`config.mk`:
```
export PLATFORM = sky130hd
export DESIGN_NAME = frac_mul_seq
export DESIGN_NICKNAME = d
export VERILOG_FILES = /design/src/rtl/frac_mul_seq.sv
export SDC_FILE = /design/constraint.sdc
export NUM_CORES = 1
export LEC_CHECK = 0
export BUFFER_PORTS_ARGS = -buffer_cell sky130_fd_sc_hd__buf_4
export CORE_ASPECT_RATIO = 1.4
export CORE_MARGIN = 2
export CORE_UTILIZATION = 45
export DETAILED_ROUTE_END_ITERATION = 8
export GPL_ROUTABILITY_DRIVEN = 0
export GPL_TIMING_DRIVEN = 0
export PLACE_DENSITY = 0.68
export SLEW_MARGIN = 0
export SYNTH_ARGS = -nofsm -noshare
export SYNTH_HDL_FRONTEND = slang
export SYNTH_SLANG_ARGS = --single-unit
```
`constraint.sdc`:
```
create_clock -name clk -period 3.3 [get_ports clk]
set_input_delay 0.33 -clock clk [delete_from_list [all_inputs] [get_ports clk]]
set_output_delay 0.33 -clock clk [all_outputs]
set_load 0.01 [all_outputs]
```
`src/rtl/frac_mul_seq.sv`:
```
// frac_mul_seq: sequential shift-add multiplier, unsigned Q0.N fraction times
// unsigned N-bit integer. Scales a WFQ divider ratio back by an integer weight.
//
// State table:
//   IDLE | waiting for operands, in_ready=1
//   BUSY | N shift-add iterations in progress
//   DONE | result presented, out_valid=1, waiting for out_ready
//
// Ports:
//   clk, rst           clock, asynchronous active-high reset
//   in_valid/in_ready  operand handshake (in_ready depends on state only)
//   frac               fraction operand, value frac/2^N
//   mult               integer operand
//   out_valid/out_ready result handshake
//   product            exact frac*mult, Q N.N
//   result_int         floor(frac*mult/2^N)
//   result_rnd         result_int rounded half-up
module frac_mul_seq #(
  parameter int N = 16
) (
  input  logic           clk,
  input  logic           rst,
  input  logic           in_valid,
  output logic           in_ready,
  input  logic [N-1:0]   frac,
  input  logic [N-1:0]   mult,
  output logic           out_valid,
  input  logic           out_ready,
  output logic [2*N-1:0] product,
  output logic [N-1:0]   result_int,
  output logic [N-1:0]   result_rnd
);

  localparam int CW = $clog2(N);

  typedef enum logic [1:0] {IDLE, BUSY, DONE} state_t;

  state_t        state, state_nxt;
  logic [N-1:0]  m_reg;
  logic [N:0]    a_reg;
  logic [N-1:0]  q_reg;
  logic [CW-1:0] cnt;
  logic [N:0]    a_sum;
  logic [2*N:0]  aq_shift;
  logic          accept;
  logic          last_iter;

  assign accept    = in_valid && in_ready;
  assign last_iter = (cnt == '0);

  always_ff @(posedge clk or posedge rst) begin
    if (rst) state <= IDLE;
    else     state <= state_nxt;
  end

  always_comb begin
    state_nxt = state;
    in_ready  = 1'b0;
    out_valid = 1'b0;
    case (state)
      IDLE: begin
        in_ready = 1'b1;
        if (in_valid) state_nxt = BUSY;
      end
      BUSY: begin
        if (last_iter) state_nxt = DONE;
      end
      DONE: begin
        out_valid = 1'b1;
        if (out_ready) state_nxt = IDLE;
      end
      default: state_nxt = IDLE;
    endcase
  end

  // A carries one guard bit so the add never loses its carry before the shift.
  always_comb begin
    a_sum    = q_reg[0] ? ({1'b0, a_reg[N-1:0]} + {1'b0, m_reg}) : a_reg;
    aq_shift = {a_sum, q_reg} >> 1;
  end

  always_ff @(posedge clk or posedge rst) begin
    if (rst) begin
      m_reg   <= '0;
      a_reg   <= '0;
      q_reg   <= '0;
      cnt     <= '0;
      product <= '0;
    end else begin
      if (state == IDLE && accept) begin
        m_reg <= mult;
        q_reg <= frac;
        a_reg <= '0;
        cnt   <= CW'(N - 1);
      end else if (state == BUSY) begin
        a_reg <= aq_shift[2*N:N];
        q_reg <= aq_shift[N-1:0];
        cnt   <= cnt - 1'b1;
        if (last_iter) product <= aq_shift[2*N-1:0];
      end
    end
  end

  // result_int <= mult-1 for any Q0.N fraction, so the increment cannot wrap.
  assign result_int = product[2*N-1:N];
  assign result_rnd = result_int + {{(N-1){1'b0}}, product[N-1]};

endmodule

```
-- Word-level counts from Yosys, hierarchy flattened
Cells that the tools add are included.
- flip-flop bits (word level): 87
- equality and inequality tests: 5
- multiplexer cells: 13
- add/subtract/negate cells: 3
- reduce and logical (&&, ||, !) cells: 7
- bitwise gates (word level): 1
- operators by type and width (cell ; count):
    $mux W17 ; 3
    $mux W16 ; 2
    $add A16 B16 Y17 ; 1
    $add A16 B1 Y16 ; 1
    $mux W4 ; 2
    $mux W2 ; 3
    $ne A2 B2 Y1 const B ; 3
    $pmux W2 S3 ; 1
    $reduce_and A3 Y1 ; 2
    $logic_not A4 Y1 ; 1
    $sub A4 B1 Y4 const B ; 1
    $eq A2 B1 Y1 const B ; 1
    $eq A2 B2 Y1 const B ; 1
    $logic_and A1 B1 Y1 ; 2
    $logic_not A2 Y1 ; 1
    $mux W1 ; 2
    $reduce_bool A2 Y1 ; 1
    $not A1 Y1 ; 1

-- Logic depth before layout (Yosys ltp)
- depth after elaboration: 6
- depth in mapped cells: 8
- depth with buffers taken out: 8

-- Worst setup path after synthesis
OpenSTA, ideal clock, no wires.
- path kind: flip-flop to flip-flop
- start point: reg m_reg[0]
- end point: reg product[27]
- arrival time: 2.160 ns
- cell stages (with the launch flop): 9
- period minus slack after synthesis: 2.303 ns
- path slack: 0.997 ns
- data required time: 3.158 ns
- setup time: 0.142 ns
- path through: dfrtp_1 > ha_1 > fa_1 > a211oi_1 > o21bai_1 > a31oi_1 > o21ai_0 > xnor2_1 > o221ai_1
- word-level cells in the longest chain between the ends: 2
- ends and longest elaborated chain (what ; line ; source):
    start, declared ; 39 ; logic [N-1:0] m_reg;
    start signal, assigned ; 91 ; m_reg <= mult;
    $add A16 B16 Y17 ; 78 ; a_sum = q_reg[0] ? ({1'b0, a_reg[N-1:0]} + {1'b0, m_reg}) : a_reg;
    $mux W17 ; 78 ;
    end signal, assigned ; 99 ; if (last_iter) product <= aq_shift[2*N-1:0];
    end, declared ; 29 ; output logic [2*N-1:0] product,
No other way between the ends.
A chain may end at the register's enable or synchronous reset.

-- Worst setup path in the final report
- start point: reg a_reg[0]
- end point: reg product[27]
- word-level cells in the longest chain between the ends: 2
- ends and longest elaborated chain (what ; line ; source):
    start, declared ; 40 ; logic [N:0] a_reg;
    start signal, assigned ; 96 ; a_reg <= aq_shift[2*N:N];
    $add A16 B16 Y17 ; 78 ;
    $mux W17 ; 78 ;
No other way between the ends.

==> metrics.txt <==
Fillers between 900 and 1000; Peak supply drop about 480 uV; clk slew on worst S/H paths around 0.060 ns; CTS HTree Levels 3; Final #Nets between 600 and 700; endpoints failing setup 0; Hold Buf Count CTS 0; Syn Nets 583; maxcap violations 0; total grt overflow 0; Setup Buffers After CTS 0; share of the synthesized area in the top cell type 46.00%; biggest cell delay along the critical path ~0.48 ns; Iter 0 DRT Violations 159; Core Area 0.01024 mm^2; initial antenna violation count 0; remaining antenna violation count after routing 0; Netlist cell types 52; Peak Freq 356.3 MHz; n_diodes 0; gr usage total a little over a fifth; top-count cell post-synth nand2_1; Worst-Margin Slew ~0.66 ns; clk buf depth 2; post-DP HPWL around 9000 um; CTS tree yes; Critical Path Source a_reg[0]$_DFFE_PP0P_; outcome finished, final reports clean; WL final between 10000 and 15000 um; Post-Syn Area per Cell between 8 and 9 um^2; post-synthesis cell count approximately 530; crit path buf inv count 0; crit-path cells ha_1, fa_1, a211oi_1, o21bai_1, a31oi_1, o21ai_0, xnor2_1, o221ai_1; # IOs around 100; final instance area between 0.005 and 0.006 mm^2; required time worst endpoint ~3.5 ns; Vert. Die Dim 124.6 um; Post-synth ARST share 100.0%; crit path kind reg2reg; PortBufs roughly 100; Top FF cell, synth dfrtp_1; Worst R2R Setup Slack between 0.4 and 0.5 ns; Seq/Total Area, Yosys approximately 46%; Slowest cell on crit path a211oi_1; synthesized area around 0.0047 mm^2; vias in the first global route slightly above 4000; RR Endpoint product[27]$_DFFE_PP0P_; area delta synth->final 26.26%; RSZ-0062 raised after global routing false; first-pass GRT wire length 19330 um; final count of hold timing violations 0; Initial Utilization around 46%; FF-to-FF path depth 8; synth top area cells dfrtp_1 46%, nand2_1 13%, ha_1 5.1%; Wirelength per Cell 14.87 um; die width 90.17 um; register with the most flip-flops product; DR pass1 iterations 5; Yosys reg bits 86; post-placement cell area around 0.0056 mm^2; period utilization around 85%; Slew Limit Fails 0; Post-synth EDFFs 0; power per cell area roughly 1100 mW/mm^2; max FFs per register 32; CP delay by family, top compound AO/OA/AOI/OAI gates; leakage 2.980 nW; Clock Sinks 86; Crit Path Max Fanout 4; Setup Skew 0.004741 ns; total number of vias 4107; WP data arrival ~3.0 ns; CTS buffer count 9; clk_lat worst skew ~0.34 ns; largest area contributor in the netlist dfrtp_1; area of the die 0.01124 mm^2; reg2reg start a_reg[0]$_DFFE_PP0P_; Critical Path End Type flip-flop; Util after Layout roughly 58%; share of layout cells above drive strength 1 between 20 and 25%; largest net degree at the start of global routing 49; slew margin rel. 55.96%; # resized after CTS 0; Post-synth top cells 160 x nand2_1, 86 x dfrtp_1, 28 x o21ai_0; vias per cell approximately 5.2; Residual DRC 0; hold crit path type in2async; num rows 44; final worst path period need roughly 2.8 ns; CTS Root Cell clkbuf_16; Yosys Warn Count 0; startpoint types flip-flop
per-stage QoR:
stage	cells	TNS [ns]	worst slack, ns	hold WS (ns)	power (W)
final	783	0	0.4935	0.03633	0.006229
after detailed placement	767	0	0.5473	0.4127	0.005320
after global routing	783	0	0.3348	0.07349	0.006730
after floorplan	527	0	0.7482	0.4354	0.004181
after CTS	783	0	0.5276	0.05784	0.006260
after global placement	766	-22.15	-0.2620	0.4648	0.005222
power breakdown:
group | total, W | internal, W | switching, W
Clock | 0.000912 | 0.000523 | 0.000389
Combinational | 0.00335 | 0.00152 | 0.00183
Sequential | 0.00197 | 0.00154 | 0.000430
metal layers:
metal	vias up	GRT usage, %	routed length (um)	part of all wire (%)
li1	2033	-	-	-
met1	1908	25.17	4756	41
met2	140	37.42	5838	50
met3	26	4.235	741	6.4
met4	0	8.688	306	2.6
met5	-	0	0	0
cells in the final DEF, fill, tap and decap left out, types with 6 or more instances in the layout:
cell type,synthesis,routed
a21oi_1,13,13
dfrtp_1,86,86
ha_1,19,19
nor3_1,8,8
nand2_1,160,160
and3_1,7,7
a22oi_1,15,15
o221ai_1,6,6
nor2_1,22,22
nand3_1,17,17
clkbuf_16,0,9
a31oi_1,11,11
xor2_1,6,6
buf_4,18,119
xnor2_1,22,22
inv_1,7,6
clkbuf_1,21,22
o21ai_0,28,28
final cells by class:
cell class              count  area [um^2]  area share, %
plain buffers              43        237.7          4.025
clock buffers              11        242.7          4.109
clock inverters             5        25.02         0.4236
inverters                   7        28.78         0.4872
multi-input cells         391         2262          38.30
flip-flops and latches     86         2152          36.43
well taps                 138        172.7          2.923
repair buffers            102        785.8          13.30
cells by family (layout without fill, tap and decap cells):
logic type	Yosys count	in the layout	synth area share, %
multiplexers	4	4	0.8559
AND/OR/NAND/NOR	231	231	20.59
adder cells (fa/ha/maj)	20	20	5.510
AO/OA/AOI/OAI	108	108	16.15
buffers and inverters	50	168	5.643
XOR/XNOR	28	28	5.242
flip-flops	86	86	46.00
worst register-to-register path: cells and delay by family, from the launching register on:
kind,cells,cell delay [ns]
AO/OA/AOI/OAI,5,1.33
XOR/XNOR,1,0.23
adder cells (fa/ha/maj),2,0.69
flip-flops,1,0.40
worst max-delay path by stage:
stage | slack, ns | cells past startpoint | end
2_1_floorplan | 0.75 | 1 | a_reg[0]$_DFFE_PP0P_
3_3_place_gp | -0.26 | 2 | product[28]$_DFFE_PP0P_
3_5_place_dp | 0.55 | 8 | product[27]$_DFFE_PP0P_
4_1_cts | 0.53 | 8 | product[27]$_DFFE_PP0P_
5_1_grt | 0.33 | 8 | product[27]$_DFFE_PP0P_
6_report | 0.49 | 8 | product[27]$_DFFE_PP0P_
Power figures use the tool's default switching activity.
